File: config.mk
export PLATFORM = sky130hd
export DESIGN_NAME = parity_frame_tx
export DESIGN_NICKNAME = d
export VERILOG_FILES = /design/src/rtl/parity_frame_tx.sv
export SDC_FILE = /design/constraint.sdc
export NUM_CORES = 1
export LEC_CHECK = 0
export BUFFER_PORTS_ARGS = -buffer_cell sky130_fd_sc_hd__buf_4
export CAP_MARGIN = 40
export CORE_ASPECT_RATIO = 1.4
export CORE_UTILIZATION = 23
export DETAILED_ROUTE_END_ITERATION = 8
export PLACE_DENSITY_LB_ADDON = 0.08
export SLEW_MARGIN = 30
export SYNTH_ARGS = -nofsm -noshare
export SYNTH_HDL_FRONTEND = slang
export SYNTH_SLANG_ARGS = --single-unit
File: constraint.sdc
create_clock -name clk -period 3.7 [get_ports clk]
set_input_delay 0.925 -clock clk [delete_from_list [all_inputs] [get_ports clk]]
set_output_delay 0.925 -clock clk [all_outputs]
set_load 0.02 [all_outputs]
File: src/rtl/parity_frame_tx.sv
`default_nettype none
// ============================================================================
// Module   : parity_frame_tx
// Function : Serial frame transmitter: start, DATA_W data bits LSB first,
//            parity, stop. Optional macro PARITY_FRAME_EVEN_SEL_EN adds
//            even_sel to choose even parity per frame (odd by default).
// Revision : 1.0 - initial release
// ============================================================================
module parity_frame_tx #(
  parameter int DATA_W   = 4,
  parameter int BAUD_DIV = 1
) (
  input  logic              clk,
  input  logic              rst,
  input  logic [DATA_W-1:0] data_in,
`ifdef PARITY_FRAME_EVEN_SEL_EN
  input  logic              even_sel,
`endif
  input  logic              in_valid,
  output logic              in_ready,
  output logic              tx_out,
  output logic              busy,
  output logic              frame_done
);

  typedef enum logic [2:0] {
    IDLE   = 3'd0,
    START  = 3'd1,
    DATA   = 3'd2,
    PARITY = 3'd3,
    STOP   = 3'd4
  } state_t;

  localparam logic [7:0] BAUD_LAST = 8'(BAUD_DIV - 1);
  localparam logic [4:0] BIT_LAST  = 5'(DATA_W - 1);

  state_t            state;
  logic [4:0]        bit_cnt;
  logic [7:0]        baud_cnt;
  logic [DATA_W-1:0] shreg;
  logic              par;

  logic              baud_end;
  logic [DATA_W-1:0] shreg_next;
  logic              par_new;

  assign in_ready   = (state == IDLE);
  assign baud_end   = (baud_cnt == BAUD_LAST);
  assign shreg_next = shreg >> 1;

`ifdef PARITY_FRAME_EVEN_SEL_EN
  assign par_new = even_sel ? (^data_in) : (~^data_in);
`else
  assign par_new = ~^data_in;
`endif

  always_ff @(posedge clk) begin
    if (rst) begin
      state      <= IDLE;
      tx_out     <= 1'b1;
      busy       <= 1'b0;
      frame_done <= 1'b0;
      bit_cnt    <= '0;
      baud_cnt   <= '0;
      shreg      <= '0;
      par        <= 1'b0;
    end else begin
      frame_done <= 1'b0;
      case (state)
        IDLE: begin
          tx_out <= 1'b1;
          if (in_valid) begin
            shreg    <= data_in;
            par      <= par_new;
            state    <= START;
            tx_out   <= 1'b0;
            busy     <= 1'b1;
            baud_cnt <= '0;
            bit_cnt  <= '0;
          end
        end
        START: begin
          if (baud_end) begin
            baud_cnt <= '0;
            state    <= DATA;
            tx_out   <= shreg[0];
          end else begin
            baud_cnt <= baud_cnt + 8'd1;
          end
        end
        DATA: begin
          if (baud_end) begin
            baud_cnt <= '0;
            shreg    <= shreg_next;
            if (bit_cnt == BIT_LAST) begin
              bit_cnt <= '0;
              state   <= PARITY;
              tx_out  <= par;
            end else begin
              bit_cnt <= bit_cnt + 5'd1;
              tx_out  <= shreg_next[0];
            end
          end else begin
            baud_cnt <= baud_cnt + 8'd1;
          end
        end
        PARITY: begin
          if (baud_end) begin
            baud_cnt <= '0;
            state    <= STOP;
            tx_out   <= 1'b1;
          end else begin
            baud_cnt <= baud_cnt + 8'd1;
          end
        end
        STOP: begin
          // frame_done marks the first IDLE cycle, when a new word may already be taken
          if (baud_end) begin
            baud_cnt   <= '0;
            state      <= IDLE;
            busy       <= 1'b0;
            frame_done <= 1'b1;
          end else begin
            baud_cnt <= baud_cnt + 8'd1;
          end
        end
        default: begin
          state  <= IDLE;
          tx_out <= 1'b1;
          busy   <= 1'b0;
        end
      endcase
    end
  end

endmodule
`default_nettype wire

Word level (Yosys, flattened, before mapping)
Index checks and enable logic that the tools add are counted.
{"block": "word_totals", "elab_cells": 64, "rom_bits": 0, "ff_bits": 24, "latchBits": 0, "mem_count": 0, "output_inout_bits": 4, "ram_bits": 0}
{"block": "classes", "n_div": 0, "muxes": 27, "n_addsub": 2, "n_lt_le_gt_ge": 0, "shifts": 0, "reduce_logical": 14, "multipliers": 0, "n_eq_ne": 11, "n_bitwise": 2}
{"cell": "3-bit 2-to-1 mux", "n": 6}
{"cell": "8-bit 2-to-1 mux", "n": 2}
{"cell": "8-bit one-hot mux with 2 select lines", "n": 1}
{"cell": "5-bit 2-to-1 mux", "n": 3}
{"cell": "3-bit one-hot mux with 5 select lines", "n": 1}
{"cell": "2-bit inequality test, second input constant", "n": 6}
{"cell": "5-bit one-hot mux with 2 select lines", "n": 1}
{"cell": "8-bit by 1-bit adder with 8-bit output, second input constant", "n": 1}
{"cell": "8-bit zero test", "n": 1}
{"cell": "1-bit 2-to-1 mux", "n": 8}
{"cell": "4-bit 2-to-1 mux", "n": 2}
{"cell": "4-bit one-hot mux with 2 select lines", "n": 1}
{"cell": "3-bit by 2-bit == test with 1-bit output, second input constant", "n": 2}
{"cell": "3-bit AND reduction", "n": 2}
{"cell": "6-bit AND reduction", "n": 1}
{"cell": "5-bit by 1-bit adder with 5-bit output, second input constant", "n": 1}
{"cell": "5-bit by 2-bit == test with 1-bit output, second input constant", "n": 1}
{"cell": "1-bit one-hot mux with 5 select lines", "n": 1}
{"cell": "2-bit AND reduction", "n": 2}
{"cell": "4-bit AND reduction", "n": 1}
{"cell": "2-bit nonzero test", "n": 2}
{"cell": "4-bit OR reduction", "n": 1}
{"cell": "4-bit XNOR reduction", "n": 1}
{"cell": "3-bit by 1-bit == test with 1-bit output, second input constant", "n": 1}
{"cell": "6 further kinds", "n": 7}

Depth between registers and ports, before layout
{"block": "depth", "depth_word": 4, "ltp_mapped": 7, "depth_no_buf": 6}

Worst setup path before layout
Ideal clock, no wire load.
{"block": "synth_path", "path_kind": "in2reg", "start": "input in_valid", "end": "register bit_cnt[3]", "arrival_ns": 1.962, "path_stages": 4, "path_slack_ns": 1.651, "setup_time_ns": 0.087, "required_time_ns": 3.613, "path_buffers": 0, "path_cell_list": "nor4b_2 a21oi_1 or3b_1 o31ai_1"}
{"block": "synth_between", "elab_chain_cells": 2}
{"element": "from (decl)", "line_no": "19", "source": "input logic in_valid,"}
{"element": "2-bit inequality test (no line)"}
{"element": "3-bit AND reduction (no line)"}
{"element": "to (signal assigned)", "line_no": "100", "source": "bit_cnt <= bit_cnt + 5'd1;"}
{"element": "to (decl)", "line_no": "38", "source": "logic [4:0] bit_cnt;"}
Every way passes these cells.
A chain may end at the register's enable or synchronous reset.

Final worst setup path
{"block": "layout_path", "start": "register state[2]", "end": "output in_ready"}
{"block": "layout_between", "elab_chain_cells": 1}
{"element": "from (decl)", "line_no": "37", "source": "state_t state;"}
{"element": "from (signal assigned)", "line_no": "59", "source": "state <= IDLE;"}
{"element": "from (signal assigned)", "line_no": "75", "source": "state <= START;"}
{"element": "from (signal assigned)", "line_no": "85", "source": "state <= DATA;"}
{"element": "3-bit zero test", "line_no": "47", "source": "assign in_ready = (state == IDLE);"}
{"element": "to (decl)", "line_no": "20", "source": "output logic in_ready,"}
Every way passes these cells.

==> results summary <==
In this run the worst path has a maximum fanout of 17. Using the TritonRoute via totals, the vias-per-cell ratio works out to 5.04. The wire length of the first global-routing pass is ~5500 um. The number of antenna diodes in the final layout is 0.

The die width is ~67 um. The clock sink total came out at 24. The post-route clock skew is ~0.0075 ns.

The die area came out at 6150 sq um. The number of I/O pins came out at 11. The main flop type after synthesis is dfxtp_1. The number of nets still failing antenna checks after routing came out at 0.

The wire length per cell came out at about 15 um. TritonCTS created 3 clock buffers. At the placement stage, the worst setup path has a slack of between 1 and 1.5 ns. Dividing the final minimum period by the clock period gives 0.671. Counting flops and latches in the post-synthesis netlist gives 24. The count of non-filler cells in the finished layout came out at 226.

The routed wire length came out at between 3000 and 4000 um. The number of global-route vias before repair is roughly 1,100. The count of cells resized by post-cts repair is 0.

The fraction of layout cells with a size suffix above 1 is 0.139. The total negative setup slack came out at 0 ns. The initial antenna violation count is 0. The number of fillers in the final layout is a little under 600. The instance count along the most critical hold path is 2. The net total in the final layout is 170. The cell area after layout came out at 1500 sq um. IR analysis of the VDD net gives a maximum drop of roughly 0.24 mV. The element type at the critical path start is a register. The depth of the most critical reg-to-reg path is 6. The worst-skew pair later-pin latency came out at about 0.27 ns. By area the synthesized netlist is led by dfxtp_1 (36%), a21oi_1 (6.7%), mux2i_1 (3.7%).

Input and output buffers added on the ports amount to 10. The final count of negative-setup-slack endpoints is 0. The path category of the worst min-delay check is register to register.

The via count is about 1,100. The least setup slack across all paths after layout is 1.22 ns. The number of warning messages in the yosys log came out at 0. The number of library cell types mapped by synthesis came out at 49. After technology mapping, the gate count stands at about 150. The clock period minus final worst setup slack came out at 2.48 ns. By count the netlist is led by dfxtp_1 (24), a21oi_1 (18), nand2_1 (13), nor2_1 (9).

The sort of element at the end of the critical path is a primary output. The maximum root-to-sink buffer count came out at 2. For this run, the register share of the synthesized area comes to 0.358. The clock root buffer is clkbuf_8.

The biggest area contributor in the post-synthesis netlist is dfxtp_1. The arrival time at the worst endpoint came out at approximately 1.6 ns. The total power after layout is about 760 uW. The max-capacitance violation count is 0. The number of standard-cell rows in the floorplan is 32.

The final RePlAce weighted congestion is between 0.6 and 0.7. The synthesized netlist occupies a cell area of between 1000 and 1500 sq um. The area of the placeable core is around 5600 sq um. The highest clock frequency the design can meet is between 400 and 500 MHz. The pin slew with the least headroom to its limit is between 0.8 and 0.9 ns. The power per cell area is approximately 510 nW/um^2. The smallest hold slack came out at ~0.46 ns. The die is about 92 um tall.

The first detailed-routing pass took 4 iterations. Summing all placed instances gives a cell area of between 1000 and 1500 sq um. The pin count of the biggest net entering global routing is 25.

The HPWL reported at the end of detailed placement is 2420 um. The area share of the leading cell type in the synthesized netlist came out at 0.358. The average size of a mapped cell is about 8.8 sq um. The most frequently used cell type in the post-synthesis netlist is dfxtp_1. The number of cells in the design after placement came out at ~220. Buffers inserted to repair hold after CTS numbered 0. The share of synthesized flip-flops with an asynchronous set or reset is 0. The total global routing overflow came out at 0.

Setup repair after global routing left no endpoint under its margin. The CTS tree is yes. The run finished with clean final reports. The number of flops mapped to enable cells by yosys is 0. The endpoint required time on the critical path came out at approximately 2.8 ns. CTS built an H-tree with a depth of 1. Relative to the synthesized area, the layout overhead comes to 11.7%. Headroom to the max-slew limit came out at 0.458. Measured on the finished design, the core utilization comes to 0.269. The aggregate global-route resource usage came out at 0.119. The first-iteration detailed-routing DRC count is between 50 and 60. The final max-slew violation count is 0. The post-synthesis net count came out at about 160. The worst setup path is of the register to primary output kind. The post-CTS setup-driven buffer insertion count is 0. The clock input transition at the sequential cells of the worst setup and hold paths is approximately 0.090 ns. The initial core utilization is 0.241.

After detailed routing, the number of remaining DRC violations is 0. The leakage power figure is slightly above 0.5 nW. The final number of hold-violating endpoints is 0.
[cell usage in the layout, fill, tap and decap left out, types with 3 or more instances in the layout]
cell	n
a22o_1	3
inv_1	7
nand3_1	7
buf_4	10
clkbuf_8	3
o21ai_0	4
a21oi_1	18
nor2_1	9
mux2i_1	5
ha_1	3
a211oi_1	5
or4_1	4
o211ai_1	3
xnor2_1	3
dfxtp_1	24
nand2_1	13
[sequential cells by signal, summed over array words and instances (netlist names)]
name,flops
state,3
frame_done,1
baud_cnt,8
tx_out,1
par,1
busy,1
bit_cnt,5
shreg,4
[final cells by class]
class	instances	area, sq um	share of cell area
Inverter	7	26.3	0.0175
Sequential cell	24	480	0.321
Timing Repair Buffer	10	75.1	0.0501
Multi-Input combinational cell	114	790	0.527
Clock buffer	3	41.3	0.0276
Tap cell	68	85.1	0.0568
[per-layer routing]
| layer | track usage | vias to the layer above | wire (um) |
|---|---|---|---|
| met4 | 0.0426 | 0 | 34 |
| met1 | 0.155 | 534 | 1580 |
| met2 | 0.194 | 21 | 1660 |
| met3 | 0.0197 | 2 | 101 |
| li1 | - | 581 | - |
| met5 | 0 | - | 0 |
[kinds of logic (layout without fill, tap and decap cells)]
logic type,count (synthesis),after routing,synth area share
compound gates,47,47,0.234
xor+xnor,5,5,0.0327
fa+ha+maj,3,3,0.0280
buf+inv,14,20,0.0532
flops,24,24,0.358
mux,6,6,0.0457
simple gates,53,53,0.248
[worst max-delay path: stages (launching register included)]
cell,delay (ns)
dfxtp_1,0.50
or3_1,0.43
inv_1,0.17
buf_4,0.18
[power breakdown]
part | leakage (nW) | internal, mW | switching, mW
logic | 0.303 | 0.106 | 0.147
clock network | 0.0216 | 0.0730 | 0.0880
registers | 0.195 | 0.293 | 0.0504
[final timing paths]
check / from / to / slack, ns
worst min-delay path: par$_SDFFE_PP0P_ / par$_SDFFE_PP0P_ / 0.46
worst max register to register: baud_cnt[0]$_SDFFE_PP0P_ / bit_cnt[4]$_SDFFE_PP0P_ / 1.53
worst min register to register: par$_SDFFE_PP0P_ / par$_SDFFE_PP0P_ / 0.46
worst max-delay path: state[2]$_SDFFE_PP0P_ / in_ready / 1.22
Note: power is estimated with default switching activity, not from simulation.
